[config.mk]
export PLATFORM = sky130hd
export DESIGN_NAME = line_tracker_ctrl
export DESIGN_NICKNAME = d
export VERILOG_FILES = /design/src/rtl/tracker_pkg.sv /design/src/rtl/line_filter.sv /design/src/rtl/line_tracker_ctrl.sv
export SDC_FILE = /design/constraint.sdc
export NUM_CORES = 1
export LEC_CHECK = 0
export CORE_ASPECT_RATIO = 0.7
export CORE_MARGIN = 4
export CORE_UTILIZATION = 58
export DETAILED_ROUTE_END_ITERATION = 16
export PLACE_DENSITY_LB_ADDON = 0.05
export SYNTH_ARGS = -nofsm -noshare
export SYNTH_HDL_FRONTEND = slang
export SYNTH_SLANG_ARGS = --single-unit
[constraint.sdc]
create_clock -name clk -period 2.6 [get_ports clk]
set_clock_uncertainty 0.1 [all_clocks]
set_input_delay 0.78 -clock clk [delete_from_list [all_inputs] [get_ports clk]]
set_output_delay 0.78 -clock clk [all_outputs]
set_load 0.05 [all_outputs]
[src/rtl/tracker_pkg.sv]
// Shared definitions for the line tracker: direction codes used by the motor
// driver, tracking state encoding, sensor bit positions and small helpers.
package tracker_pkg;

  // Direction codes understood by the motor PWM driver
  localparam logic [1:0] DIR_STOP  = 2'b00;
  localparam logic [1:0] DIR_LEFT  = 2'b01;
  localparam logic [1:0] DIR_RIGHT = 2'b10;
  localparam logic [1:0] DIR_FWD   = 2'b11;

  // Bit positions inside the {left, mid, right} sensor word
  localparam int SNS_LEFT  = 2;
  localparam int SNS_MID   = 1;
  localparam int SNS_RIGHT = 0;

  typedef enum logic [2:0] {
    ST_IDLE   = 3'd0,
    ST_FWD    = 3'd1,
    ST_TURN_L = 3'd2,
    ST_TURN_R = 3'd3,
    ST_SEARCH = 3'd4,
    ST_HALT   = 3'd5
  } state_t;

  // Running-state decision from the filtered pattern; 101 keeps the current state
  function automatic state_t pattern_state(input logic [2:0] f, input state_t cur);
    logic [2:0] lmr;
    lmr = {f[SNS_LEFT], f[SNS_MID], f[SNS_RIGHT]};
    case (lmr)
      3'b010, 3'b111: pattern_state = ST_FWD;
      3'b100, 3'b110: pattern_state = ST_TURN_L;
      3'b001, 3'b011: pattern_state = ST_TURN_R;
      3'b000:         pattern_state = ST_SEARCH;
      default:        pattern_state = cur;
    endcase
  endfunction

  // Direction code for a state; SEARCH steers toward the last turn taken
  function automatic logic [1:0] dir_of(input state_t st, input logic [1:0] last_turn);
    case (st)
      ST_FWD:    dir_of = DIR_FWD;
      ST_TURN_L: dir_of = DIR_LEFT;
      ST_TURN_R: dir_of = DIR_RIGHT;
      ST_SEARCH: dir_of = last_turn;
      default:   dir_of = DIR_STOP;
    endcase
  endfunction

  // One slew step toward tgt; 11-bit arithmetic so nothing wraps or overshoots
  function automatic logic [9:0] ramp_toward(input logic [9:0] cur, input logic [9:0] tgt,
                                             input logic [9:0] step);
    logic [10:0] up;
    logic [10:0] dn_lim;
    up     = {1'b0, cur} + {1'b0, step};
    dn_lim = {1'b0, tgt} + {1'b0, step};
    if (cur < tgt) begin
      ramp_toward = (up > {1'b0, tgt}) ? tgt : up[9:0];
    end else if (cur > tgt) begin
      ramp_toward = ({1'b0, cur} > dn_lim) ? (cur - step) : tgt;
    end else begin
      ramp_toward = cur;
    end
  endfunction

endpackage

[src/rtl/line_filter.sv]
// Sensor conditioning: 2-flop synchroniser followed by a tick-sampled
// stability filter. A pattern is accepted only after FILT_LEN equal samples.
module line_filter
  import tracker_pkg::*;
#(
  parameter int FILT_LEN = 4
) (
  input  logic       clk,
  input  logic       rst,
  input  logic       i_tick,
  input  logic [2:0] i_sensor,
  output logic [2:0] o_filt
);

  localparam logic [3:0] ACCEPT_CNT = 4'(FILT_LEN - 1);

  logic [2:0] r_sync1;
  logic [2:0] r_sync2;
  logic [2:0] r_prev;
  logic [2:0] r_filt;
  logic [3:0] r_stable;
  logic [3:0] w_stable_nxt;

  // Stability count after this tick's sample: saturating run length, cleared on change
  always_comb begin
    w_stable_nxt = 4'd0;
    if (r_sync2 == r_prev) begin
      w_stable_nxt = (r_stable == 4'hF) ? r_stable : (r_stable + 4'd1);
    end else begin
      w_stable_nxt = 4'd0;
    end
  end

  // Synchroniser plus tick-sampled filter registers; filt only moves on ticks
  always_ff @(posedge clk) begin
    if (!rst) begin
      r_sync1  <= 3'b000;
      r_sync2  <= 3'b000;
      r_prev   <= 3'b000;
      r_stable <= 4'd0;
      r_filt   <= 3'b000;
    end else begin
      r_sync1 <= i_sensor;
      r_sync2 <= r_sync1;
      if (i_tick) begin
        r_prev   <= r_sync2;
        r_stable <= w_stable_nxt;
        if (w_stable_nxt >= ACCEPT_CNT) begin
          r_filt <= r_sync2;
        end
      end
    end
  end

  assign o_filt = r_filt;

endmodule

[src/rtl/line_tracker_ctrl.sv]
// Line-tracking drive decision: filters the IR sensors, runs the tracking FSM
// and produces the registered direction code and speed word for the motor driver.
// Build option: define SPEED_RAMP_EN for slew-limited speed changes on the
// control tick; without it speed loads the state's target one cycle after the
// state changes.
module line_tracker_ctrl
  import tracker_pkg::*;
#(
  parameter int         TICK_DIV   = 100_000,
  parameter int         FILT_LEN   = 4,
  parameter logic [9:0] SPD_MAX    = 10'd700,
  parameter logic [9:0] SPD_TURN   = 10'd550,
  parameter logic [9:0] RAMP_STEP  = 10'd10,
  parameter int         LOST_TICKS = 500
) (
  input  logic       clk,
  input  logic       rst,
  input  logic       en,
  input  logic [2:0] sensor,
  output logic [1:0] dir,
  output logic [9:0] speed,
  output logic       lost
);

  localparam int TCW = (TICK_DIV > 1) ? $clog2(TICK_DIV) : 1;
  localparam int LCW = $clog2(LOST_TICKS + 1);

  logic [TCW-1:0] r_tick_cnt;
  logic           w_tick;
  logic [2:0]     w_filt;

  state_t         r_state;
  state_t         w_next;
  logic [1:0]     r_last_turn;
  logic [1:0]     w_turn_nxt;
  logic [LCW-1:0] r_lost_cnt;
  logic [1:0]     r_dir;
  logic [9:0]     r_speed;
  logic           r_lost;
  logic [9:0]     w_target;
  logic [9:0]     w_speed_nxt;

  assign w_tick = (r_tick_cnt == TCW'(TICK_DIV - 1));

  // Free-running control tick divider
  always_ff @(posedge clk) begin
    if (!rst) begin
      r_tick_cnt <= '0;
    end else if (w_tick) begin
      r_tick_cnt <= '0;
    end else begin
      r_tick_cnt <= r_tick_cnt + TCW'(1);
    end
  end

  line_filter #(
    .FILT_LEN (FILT_LEN)
  ) u_filter (
    .clk      (clk),
    .rst      (rst),
    .i_tick   (w_tick),
    .i_sensor (sensor),
    .o_filt   (w_filt)
  );

  // Next tracking state; en low overrides everything, HALT waits for en low
  always_comb begin
    w_next = r_state;
    if (!en) begin
      w_next = ST_IDLE;
    end else begin
      case (r_state)
        ST_IDLE:   w_next = ST_FWD;
        ST_FWD,
        ST_TURN_L,
        ST_TURN_R: w_next = pattern_state(w_filt, r_state);
        ST_SEARCH: begin
          if ((r_lost_cnt == LCW'(LOST_TICKS)) && (w_filt == 3'b000)) begin
            w_next = ST_HALT;
          end else begin
            w_next = pattern_state(w_filt, r_state);
          end
        end
        ST_HALT:   w_next = ST_HALT;
        default:   w_next = ST_IDLE;
      endcase
    end
  end

  // Remember which way we last turned so SEARCH sweeps that way
  always_comb begin
    w_turn_nxt = r_last_turn;
    if (w_next == ST_TURN_L) begin
      w_turn_nxt = DIR_LEFT;
    end else if (w_next == ST_TURN_R) begin
      w_turn_nxt = DIR_RIGHT;
    end else begin
      w_turn_nxt = r_last_turn;
    end
  end

  // Speed target for the state currently being driven
  always_comb begin
    case (r_state)
      ST_FWD:    w_target = SPD_MAX;
      ST_TURN_L,
      ST_TURN_R,
      ST_SEARCH: w_target = SPD_TURN;
      default:   w_target = 10'd0;
    endcase
  end

  // Next speed: hard stop on entering IDLE/HALT, otherwise follow the target
  always_comb begin
    w_speed_nxt = r_speed;
    if ((w_next == ST_IDLE) || (w_next == ST_HALT)) begin
      w_speed_nxt = 10'd0;
`ifdef SPEED_RAMP_EN
    end else if (w_tick) begin
      w_speed_nxt = ramp_toward(r_speed, w_target, RAMP_STEP);
    end else begin
      w_speed_nxt = r_speed;
    end
`else
    end else begin
      w_speed_nxt = w_target;
    end
`endif
  end

  // Tracking FSM with registered outputs and the SEARCH timeout counter
  always_ff @(posedge clk) begin
    if (!rst) begin
      r_state     <= ST_IDLE;
      r_last_turn <= DIR_LEFT;
      r_lost_cnt  <= '0;
      r_dir       <= DIR_STOP;
      r_speed     <= 10'd0;
      r_lost      <= 1'b0;
    end else begin
      r_state     <= w_next;
      r_last_turn <= w_turn_nxt;
      r_dir       <= dir_of(w_next, w_turn_nxt);
      r_lost      <= (w_next == ST_HALT);
      r_speed     <= w_speed_nxt;
      if ((r_state == ST_SEARCH) && (w_next == ST_SEARCH)) begin
        if (w_tick && (r_lost_cnt != LCW'(LOST_TICKS))) begin
          r_lost_cnt <= r_lost_cnt + LCW'(1);
        end
      end else begin
        r_lost_cnt <= '0;
      end
    end
  end

  assign dir   = r_dir;
  assign speed = r_speed;
  assign lost  = r_lost;

endmodule
# == After elaboration in Yosys (flattened, before gate mapping) ==
# Index checks and enable logic that the tools add are counted.
# word_totals
ff_bits,60
out_inout_bits,13
word_cells,64
inputBits,6
# classes
order_cmp,1
eq_ne,21
bitwise,1
mux,10
n_addsub,3
n_reduce_logical,16
# op_table
cell,n
one-hot mux 3 bit (4 select lines),2
equality test 3 bit (second input constant),7
one-hot mux 10 bit (2 select lines),1
equality test 3 x 2 -> 1 bit (second input constant),6
adder 17 x 1 -> 17 bit (second input constant),1
equality test 17 bit (second input constant),1
OR reduction 2 bit,5
adder 9 x 1 -> 9 bit (second input constant),1
equality test 3 x 1 -> 1 bit (second input constant),3
equality test 9 bit (second input constant),1
zero test 3 bit,3
!= test 9 bit (second input constant),1
2-to-1 mux 4 bit,2
one-hot mux 2 bit (4 select lines),1
2-to-1 mux 3 bit,2
OR reduction 3 bit,2
adder 4 x 1 -> 4 bit (second input constant),1
equality test 4 bit (second input constant),1
greater-or-equal comparator 4 x 2 -> 1 bit (second input constant),1
2-to-1 mux 2 bit,2
AND reduction 2 bit,2
equality test 3 bit,1
logical AND 1 bit,3
logical OR 1 bit,1
NOT 1 bit,1

# == Longest topological paths before layout ==
# depth
depth_word,10
mapped_depth,8
mapped_depth_nobuf,7

# == Modules after synthesis ==
# A second synthesis with hierarchy kept.
# hier_totals
hier_cells,294
hier_area_um2,2575.0
# modules_own_cells
mod,cells_each,area_each_um2,n_inst
line_tracker_ctrl,224,1900.6,1
line_filter,70,674.4,1

# == Worst setup path after synthesis ==
# No wires, ideal clock.
# synth_path
path_kind,input to register
from,input rst
to,register r_lost_cnt[1]
arrival_ns,1.906
setup_ns,0.066
path_slack_ns,0.528
stages,5
cell_sequence,clkbuf_1 -> inv_2 -> or4b_1 -> buf_6 -> a21oi_2
# synth_via
elab_chain_cells,1
# synth_lines
item,line_no,rtl
start: declaration,line_tracker_ctrl.sv:17,"input logic rst,"
AND reduction 2 bit (no line),-,
end signal: assignment,line_tracker_ctrl.sv:148,r_lost_cnt <= r_lost_cnt + LCW'(1);
end: declaration,line_tracker_ctrl.sv:36,logic [LCW-1:0] r_lost_cnt;
# No other way between the ends.
# A chain may end at the register's enable or synchronous reset.

==> flow_summary.yaml <==
status:
  outcome: "completed"
flow_run:
  cap_violations: 0
pwr:
  power_frac_comb_pct: 7.5
  swShare_pct: 23.6
  vdd_ir_drop_max_mv: 0.425
  power.switching_w: 0.000358
  p_leak_nw: 0.936
  seq_power_share_pct: 55.0
  clkPwrFrac_pct: 37.4
  intPower_w: 0.00116
  power_density_nw_per_um2: 540
sta:
  max_slew_margin_pct: 54.0
  finalHoldViolations: 0
  rsz0062_at_grt: "no"
  fmax_mhz: 425
  hold_ws_ps: 344
  fin_crit_sh_pct: 90.4
  setup-violations-final: 0
  tns_ps: 0
  drv_slew: 0
  setup_ws_ps: 249
  fin_crit_ps: 2350
  worst_slew_pin_slew_ps: 684
worst_setup_path:
  r2r_end: "u_filter.o_filt[0]"
  crit_fanout: 3
  r2r_slack_ps: 410
  cpPeakStageDelay_ps: 810
  setup.worst_path.end: "speed[4]"
  reg2regPathDepth: 6
  slowest_stage: "clkdlybuf4s50_1"
  critPathArrivalTime_ps: 1470
  reg2reg_from: "r_tick_cnt[15]"
  cp-startpoint: "speed[7]"
  cp.required_ps: 1720
  crit_cells: 1
  worstPathCellList: "clkdlybuf4s50_1"
  worstSetupEndpointType: "primary output"
  worstSetupStartpointType: "flip-flop"
  critPathBufInv: 1
  critPathKind: "flip-flop to primary output"
  cp_top_family: "buffers and inverters"
clocking:
  clk_latency_ps: 300
  numCtsBuffers: 5
  cts_tree: "built"
  ctsLongestPathBuffers: 2
  post_cts_resized: 0
  cts.sinks: 53
  root_buffer: "clkbuf_8"
  h-tree-depth: 2
  postCtsHoldBufs: 0
  clk_pin_slew_ps: 100
  post_cts_buffers: 0
grt:
  grt.total_usage_pct: 17.8
  grt_pass1_vias: 1790
  grt_pass1_wl_um: 8000
  gr-total-overflow: 0
  grt_max_degree: 19
  antenna_found_initial: 0
placement:
  post-place-ws_ps: 53.3
  io_buffers: 15
  place_hpwl_um: 3350
  gpl.final_weighted_congestion: 0.811
  place_inst: 342
drt:
  viasPerCell: 5.47
  wirelength_um: 4500
  wl_per_cell_um: 12.9
  firstDrtPassIters: 4
  vias: 1916
  first_iter_violations: 122
  route.detailed.drc: 0
  ant_nets: 0
floorplan:
  std_cell_rows: 19
  die_h_um: 63.2
  core_um2: 4070
  io_pins: 19
  dieArea_um2: 5490
  fp.dieW_um: 86.9
  start_util_pct: 62.2
final_layout:
  nNetsFinal: 307
  regArea_um2: 1060
  drive_above_1_share_pct: 10.7
  nFillCells: 348
  area_delta_synth_final_pct: 11.3
  num_antenna_cells: 0
  final_core_util_pct: 69.2
  fin_cells: 350
  multi_input_area_um2: 1330
logic_synthesis:
  ys_ff_latch: 53
  yosys_warnings: 0
  synth_top_area_share_pct: 42.0
  synth-async-reset-ratio_pct: 0
  synth-edff-count: 0
  syn-cell-area_um2: 2530
  synthFlopType: "dfxtp_1"
  ys_top_cells_by_area: "dfxtp_1, xnor2_1, nor2_1"
  yosysUniqueCellTypes: 55
  ys_seq_area_share_pct: 42.0
  synthCells: 284
  synth_area_per_cell_um2: 8.90
  synth_top_cell_by_area: "dfxtp_1"
worst_hold_path:
  hp-class: "flip-flop to flip-flop"
==> cell usage in the layout (no fill, tap or decap), types with 3 or more instances in the layout <==
master           netlist  routed
dfxtp_1               53      53
nor2_1                26      26
nand2_1               21      21
xnor2_1               16      16
nand3_1               15      15
clkdlybuf4s50_1        0      15
xor2_1                11      11
and2_1                11      11
nand4_1               10      10
nor3_1                 9       9
o21ai_1                8       8
nor2_2                 8       8
buf_4                  8       8
a21oi_1                7       7
nor2b_1                6       6
o21ai_0                5       5
clkbuf_8               0       5
inv_1                  4       4
and4_1                 4       4
ha_1                   4       4
and3_1                 3       3
o21a_1                 3       3
a21boi_1               3       3
conb_1                 1       3
==> metal layers <==
layer  vias up  share of wire (%)  track usage (%)
met1       883                 54             26.5
met3         2                4.6             4.95
met4         0               0.42             3.50
met2        30                 41             25.4
li1       1001                  -                -
met5         -                  0                0
==> per-stage QoR <==
stage / area (um2) / total power (W)
6_report: 2810 / 0.00152
5_1_grt: 2810 / 0.00159
4_1_cts: 2810 / 0.00154
3_5_place_dp: 2700 / 0.000970
3_3_place_gp: 2700 / 0.000968
2_1_floorplan: 2530 / 0.000940
==> area by class of cell <==
cell class                 instances  share of cell area [%]
clock buffer                       5                    2.45
multi-input combinational        207                    47.4
inverter                           7                   0.934
timing repair buffer              23                    7.47
sequential                        53                    37.7
tap                               52                    2.31
clock inverter                     3                    1.69
==> registers in the layout (all words and copies together), names as in the netlist, 2 cells and up <==
register           count
dir                    2
u_filter.r_stable      4
u_filter.r_sync2       3
u_filter.r_prev        3
r_last_turn            2
u_filter.o_filt        3
speed                  3
r_lost_cnt             9
u_filter.r_sync1       3
r_tick_cnt            17
r_state                3
==> logic make-up after synthesis <==
logic type / synth area share, %
and+or+nand+nor: 28.6
DFF: 42.0
AOI/OAI and AO/OA: 12.4
xor gates and xnor gates: 9.36
buffers and inverters: 5.54
adders and majority gates: 1.98
other: 0.148
==> worst min path at each step <==
stage                                    from                  end  slack (ps)  cells past startpoint
after floorplan           u_filter.r_sync1[0]  u_filter.r_sync2[0]         310                      1
after global placement    u_filter.r_sync1[1]  u_filter.r_sync2[1]         320                      1
after detailed placement  u_filter.r_sync1[0]  u_filter.r_sync2[0]         320                      1
after CTS                 u_filter.r_sync1[0]  u_filter.r_sync2[0]         350                      1
after global routing      u_filter.r_sync1[0]  u_filter.r_sync2[0]         380                      1
final                     u_filter.r_sync1[0]  u_filter.r_sync2[0]         340                      1
==> power by group through the flow <==
stage / sequential (W) / combinational, W / clock (W)
final: 0.000836 / 0.000115 / 0.000569
after global routing: 0.000839 / 0.000125 / 0.000624
after CTS: 0.000836 / 0.000115 / 0.000589
after detailed placement: 0.000855 / 0.000115 / 0
after global placement: 0.000855 / 0.000114 / 0
after floorplan: 0.000866 / 0.0000742 / 0
==> cell usage after synthesis (2+ instances only) <==
| cell type | instances |
|---|---|
| o21ai_1 | 8 |
| and2_1 | 11 |
| and3_1 | 3 |
| dfxtp_1 | 53 |
| nor3b_1 | 2 |
| a21boi_1 | 3 |
| nand2b_1 | 2 |
| a211oi_1 | 2 |
| inv_2 | 2 |
| nor2_2 | 8 |
| and4_1 | 4 |
| ha_1 | 4 |
| nand4_1 | 10 |
| inv_1 | 4 |
| o21a_1 | 3 |
| a21oi_1 | 7 |
| o21ai_0 | 5 |
| o21bai_1 | 2 |
| nor3_1 | 9 |
| xnor2_1 | 16 |
| nor2_1 | 26 |
| nor2b_1 | 6 |
| nor4bb_1 | 2 |
| xor2_1 | 11 |
| buf_2 | 4 |
| clkbuf_1 | 6 |
| nand4b_1 | 2 |
| nand3_1 | 15 |
| nand2_1 | 21 |
| buf_4 | 8 |
Note: power is estimated with default switching activity, not from simulation.
